--- config.mk ---
export PLATFORM = sky130hd
export DESIGN_NAME = aes_blok_alici
export DESIGN_NICKNAME = d
export VERILOG_FILES = /design/src/rtl/aes_blok_alici.sv
export SDC_FILE = /design/constraint.sdc
export NUM_CORES = 1
export LEC_CHECK = 0
export CORE_ASPECT_RATIO = 0.8
export CORE_MARGIN = 2
export CORE_UTILIZATION = 45
export DETAILED_ROUTE_END_ITERATION = 10
export MAX_ROUTING_LAYER = met4
export PLACE_DENSITY_LB_ADDON = 0.08
export SLEW_MARGIN = 20
export SYNTH_ARGS = -nofsm -noshare
export SYNTH_HDL_FRONTEND = slang
export SYNTH_SLANG_ARGS = --single-unit
export TNS_END_PERCENT = 5
--- constraint.sdc ---
create_clock -name clk -period 16.35 [get_ports clk]
set_clock_uncertainty 0.05 [all_clocks]
set_input_delay 2.4525 -clock clk [delete_from_list [all_inputs] [get_ports clk]]
set_output_delay 2.4525 -clock clk [all_outputs]
set_load 0.02 [all_outputs]
--- src/rtl/aes_blok_alici.sv ---
`default_nettype none
// ============================================================================
// Module   : aes_blok_alici
// Purpose  : Input-side block receiver for the AES engine. Plaintext blocks
//            are buffered in a FIFO; nothing reaches the cipher core until the
//            FIFO has filled once (start-when-full). After that, blocks are
//            streamed to the core over valid/ready, and hazir is raised.
// Ports    : clk              - clock, all logic on posedge
//            rst              - synchronous active-high reset
//            blok / g_gecerli - incoming block and its valid
//            giris_hazir      - FIFO not full
//            hazir            - initial fill done (streaming state)
//            cekirdek_blok    - FIFO head (show-ahead) to the core
//            cekirdek_gecerli - cekirdek_blok valid
//            cekirdek_hazir   - core accepts a block this cycle
//            doluluk          - occupancy, 0..DERINLIK
//            dusen_sayisi     - saturating count of blocks dropped when full
// Options  : AES_BLOK_ALICI_YENIDEN_DOLDUR_EN - when defined, draining the
//            FIFO to empty returns to the filling state (refill before
//            streaming again); otherwise streaming is terminal until reset.
// Revision : 1.0 - initial release
// ============================================================================
module aes_blok_alici #(
  parameter int DERINLIK = 8,
  parameter int VERI_W   = 128,
  parameter int SAYAC_W  = 16
) (
  input  logic                        clk,
  input  logic                        rst,
  input  logic [VERI_W-1:0]           blok,
  input  logic                        g_gecerli,
  output logic                        giris_hazir,
  output logic                        hazir,
  output logic [VERI_W-1:0]           cekirdek_blok,
  output logic                        cekirdek_gecerli,
  input  logic                        cekirdek_hazir,
  output logic [$clog2(DERINLIK):0]   doluluk,
  output logic [SAYAC_W-1:0]          dusen_sayisi
);

  localparam int c_AW = $clog2(DERINLIK);

  localparam logic [c_AW:0]      c_DOLU      = (c_AW+1)'(DERINLIK);
  localparam logic [c_AW:0]      c_DOLU_EKSI = (c_AW+1)'(DERINLIK - 1);
  localparam logic [c_AW:0]      c_SAY_BIR   = (c_AW+1)'(1);
  localparam logic [c_AW-1:0]    c_PTR_BIR   = c_AW'(1);
  localparam logic [SAYAC_W-1:0] c_DUS_BIR   = SAYAC_W'(1);
  localparam logic [SAYAC_W-1:0] c_DUS_MAX   = {SAYAC_W{1'b1}};

  // FSM encoding
  localparam logic [0:0] c_DOLDUR = 1'b0;
  localparam logic [0:0] c_AKIS   = 1'b1;

  logic [VERI_W-1:0] r_mem [DERINLIK];
  logic [c_AW-1:0]   r_wr_ptr;
  logic [c_AW-1:0]   r_rd_ptr;
  logic [c_AW:0]     r_doluluk;
  logic [SAYAC_W-1:0] r_dusen;
  logic [0:0]        r_durum;

  logic w_full;
  logic w_empty;
  logic w_gecerli;
  logic w_push;
  logic w_pop;

  assign w_full    = (r_doluluk == c_DOLU);
  assign w_empty   = (r_doluluk == '0);
  assign w_gecerli = (r_durum == c_AKIS) && !w_empty;
  // No ready-through: a push arriving while full is dropped even if a pop
  // frees a slot on the same edge.
  assign w_push    = g_gecerli && !w_full;
  assign w_pop     = w_gecerli && cekirdek_hazir;

  assign giris_hazir      = !w_full;
  assign hazir            = (r_durum == c_AKIS);
  assign cekirdek_gecerli = w_gecerli;
  // Head is masked while not valid so unwritten storage never shows up as X.
  assign cekirdek_blok    = w_gecerli ? r_mem[r_rd_ptr] : '0;
  assign doluluk          = r_doluluk;
  assign dusen_sayisi     = r_dusen;

  // Storage is not reset; occupancy alone defines which entries are live.
  always_ff @(posedge clk) begin
    if (!rst && w_push) begin
      r_mem[r_wr_ptr] <= blok;
    end
  end

  always_ff @(posedge clk) begin
    if (rst) begin
      r_wr_ptr  <= '0;
      r_rd_ptr  <= '0;
      r_doluluk <= '0;
      r_dusen   <= '0;
      r_durum   <= c_DOLDUR;
    end else begin
      // Pointers wrap naturally because DERINLIK is a power of two.
      if (w_push) r_wr_ptr <= r_wr_ptr + c_PTR_BIR;
      if (w_pop)  r_rd_ptr <= r_rd_ptr + c_PTR_BIR;

      case ({w_push, w_pop})
        2'b10:   r_doluluk <= r_doluluk + c_SAY_BIR;
        2'b01:   r_doluluk <= r_doluluk - c_SAY_BIR;
        default: r_doluluk <= r_doluluk;
      endcase

      if (g_gecerli && w_full && (r_dusen != c_DUS_MAX)) begin
        r_dusen <= r_dusen + c_DUS_BIR;
      end

      case (r_durum)
        c_DOLDUR: begin
          // No pops while filling, so the filling push is the one that
          // arrives with exactly one free slot.
          if (w_push && (r_doluluk == c_DOLU_EKSI)) r_durum <= c_AKIS;
        end
        c_AKIS: begin
`ifdef AES_BLOK_ALICI_YENIDEN_DOLDUR_EN
          if (w_pop && !w_push && (r_doluluk == c_SAY_BIR)) r_durum <= c_DOLDUR;
`else
          r_durum <= c_AKIS;
`endif
        end
        default: r_durum <= c_DOLDUR;
      endcase
    end
  end

endmodule
`default_nettype wire
==> impl_metrics.json <==
{
  "setup_viol": 0,
  "regToRegEndpoint": "r_mem[4][127]",
  "period_needed_ns": 7.07,
  "ant_nets": 0,
  "grt-ovfl-total": 0,
  "drc": 0,
  "clock_path_buffers": 3,
  "clockRootBuffer": "clkbuf_16",
  "initial_core_util": 0.452,
  "ys_ff_latch": 1054,
  "regToRegSetupSlack_ns": 11.71,
  "htreeDepth": 3,
  "synthTopCellsByArea": "edfxtp_1 (76%), mux4_2 (14%), mux2i_1 (3.2%)",
  "clkPwrFrac": 0.422,
  "busiest_layer": "met2",
  "min_period_over_period": 0.432,
  "stdcell_area_um2": 47800,
  "die_w_um": 338,
  "clock_latency_ns": 0.65,
  "p_per_area_nw_per_um2": 114,
  "final_cells": 3416,
  "switching_share": 0.195,
  "layout.nets": 2258,
  "setup_tns_ns": 0,
  "reg2reg_depth": 7,
  "r2r-start": "doluluk[1]",
  "grt_pass1_wl_mm": 129,
  "grtUsageTotal": 0.195,
  "syn-num-nets": 1942,
  "die-area_um2": 91800,
  "max_freq_mhz": 142,
  "slew_headroom": 0.202,
  "met3_usage": 0.0418,
  "switchingPower_mw": 1.06,
  "maxSlewViolCount": 0,
  "finish.utilization": 0.538,
  "yosysWarnings": 0,
  "rows": 98,
  "syn2layout_area_growth_pct": 18.9,
  "viasPerCell": 5.48,
  "worstPathArrival_ns": 4.56,
  "post_cts_buffers": 0,
  "wl_per_cell_um": 25.3,
  "ctsResizeCount": 0,
  "drive_above_1_share": 0.201,
  "first_iter_violations": 1327,
  "critPathCaptureType": "output pin",
  "core_um2": 88900,
  "gp_congestion": 0.750,
  "num_vias": 18700,
  "holdBufCountCts": 0,
  "synth_cell_types": 44,
  "hp-start": "r_rd_ptr[1]",
  "maxCapViolations": 0,
  "synthArstFlopShare": 0,
  "grt_max_degree": 153,
  "num_io_pins": 283,
  "placed_area_um2": 44500,
  "yosysSeqAreaShare": 0.780,
  "totalWireLength_mm": 86.4,
  "cts.clk_slew.worst_paths_ns": 0.06,
  "syn-cell-area_um2": 40200,
  "hold_path_class": "register to register",
  "criticalPathCategory": "register to output pin",
  "synth_edf_count": 1024,
  "worstPathRequired_ns": 13.85,
  "nFillCells": 6815,
  "met2_usage": 0.318,
  "die_h_um": 271,
  "post_synth.cell_area_avg_um2": 22.3,
  "antenna_found_initial": 11,
  "netlist_instances": 1804,
  "whs_path_depth": 2,
  "p_seq_frac": 0.555,
  "cts_buffers": 103,
  "dp.final_hpwl_mm": 42.4,
  "rsz0062_at_grt": "no",
  "numPortBuffers": 282,
  "dp.cells": 3215,
  "p_int_mw": 4.37,
  "outcome": "finished, final reports clean",
  "clock-sinks": 1054,
  "first_pass_iters": 4,
  "ir_drop_mv": 0.0801,
  "synth-main-ff-cell": "edfxtp_1",
  "hold_violations": 0,
  "path_max_fanout": 108,
  "critPathLaunchType": "register",
  "leakagePower_nw": 14.2,
  "cts_tree": "done",
  "power.total_mw": 5.43,
  "synth_top_cell_by_area": "edfxtp_1",
  "tightest_slew_ns": 1.20,
  "yosysTopAreaCellShare": 0.765,
  "use_met1": 0.254,
  "grt_pass1_vias": 19900,
  "power_frac_comb": 0.023
}
## worst max path at each step
stage	start	end	slack [ns]	cells past startpoint
after floorplan	g_gecerli	r_mem[0][0]	3.68	4
after global placement	g_gecerli	r_mem[4][127]	9.40	6
after detailed placement	g_gecerli	r_mem[4][127]	9.34	6
after CTS	register	cekirdek_blok[13]	9.07	6
after global routing	register	cekirdek_blok[1]	8.86	6
final	register	cekirdek_blok[1]	9.28	6
## cell type report
class	count	area, um2	share of cell area
repair buffers	304	3090	0.0646
well taps	1200	1500	0.0314
clock buffers	141	2860	0.0597
clock inverters	49	420	0.00880
multi-input cells	651	8510	0.178
inverters	6	22.5	0.000471
diodes	11	27.5	0.000576
flip-flops and latches	1054	31400	0.656
## routing by layer
metal / wire length [um] / part of all wire
met1: 37100 / 0.43
met2: 43200 / 0.50
met3: 4630 / 0.054
met4: 1440 / 0.017
met5: 0 / 0
## cell families (layout without fill, tap and decap cells)
kind of cell	after synthesis	after routing	synth area share
flip-flops	1054	1054	0.780
multiplexers	387	387	0.176
AND/OR/NAND/NOR	213	213	0.0243
buffers and inverters	99	500	0.0104
AO/OA/AOI/OAI	38	38	0.00607
XOR/XNOR	7	7	0.00152
adder cells (fa/ha/maj)	6	6	0.00187
other	0	11	0
## cells in the mapped netlist, types with 2 or more instances
cell type,n
a21oi_1,18
and2_1,2
and3_1,2
and4_1,2
buf_1,18
buf_2,31
clkbuf_1,42
dfxtp_1,30
edfxtp_1,1024
ha_1,6
inv_1,5
mux2_2,2
mux2i_1,129
mux4_2,256
nand2_1,9
nand2b_1,2
nand3_1,15
nand4_1,4
nor2_1,147
nor2b_1,2
nor3_1,3
nor4_1,2
o21ai_0,4
o31ai_1,10
or3_1,3
or4_1,12
xor2_1,7
## cell usage in the layout, fill, tap and decap left out, types with 3 or more instances in the layout
cell type / synthesis / final
clkinvlp_4: 0 / 7
o31ai_1: 10 / 10
or4_1: 12 / 12
dfxtp_4: 0 / 3
or3_1: 3 / 3
clkbuf_1: 42 / 29
xor2_1: 7 / 7
buf_12: 0 / 8
clkbuf_16: 0 / 107
nor2_4: 0 / 6
buf_4: 0 / 14
bufinv_16: 0 / 6
clkinv_2: 0 / 16
mux2i_1: 129 / 129
inv_1: 5 / 5
o21ai_0: 4 / 4
edfxtp_1: 1024 / 1024
nand3_1: 15 / 15
diode_2: 0 / 11
mux4_2: 256 / 256
ha_1: 6 / 6
clkdlybuf4s50_1: 0 / 282
nor2_1: 147 / 141
dfxtp_1: 30 / 27
nand2_1: 9 / 9
clkbuf_8: 0 / 5
a21oi_1: 18 / 18
clkinv_1: 0 / 15
nand4_1: 4 / 4
## stage by stage
step	worst slack (ns)	hold WS (ns)
after floorplan	3.68	0.404
after global placement	9.40	0.418
after detailed placement	9.34	0.425
after CTS	9.07	0.435
after global routing	8.86	0.476
final	9.28	0.431
## sequential cells by signal, summed over array words and instances (netlist names), named ones only
register and count:
r_rd_ptr 3, doluluk 4, hazir 1, dusen_sayisi 16
r_wr_ptr 3, r_mem 1024
## worst max-delay path, cell delays in order, from the launching register on
cell and delay, ns:
dfxtp_4 0.73, buf_12 0.55, buf_4 0.85, mux4_2 0.60
mux2i_1 0.14, nor2_1 0.06, clkdlybuf4s50_1 0.69
## power by group through the flow
stage	Combinational [mW]	Sequential [mW]	Clock [mW]
floorplan	0.0440	3.08	0
global placement	0.124	3.07	0
detailed placement	0.129	3.07	0
CTS	0.129	3.01	2.35
global route	0.138	3.01	2.46
finish	0.126	3.01	2.29
Note: power is estimated with default switching activity, not from simulation.
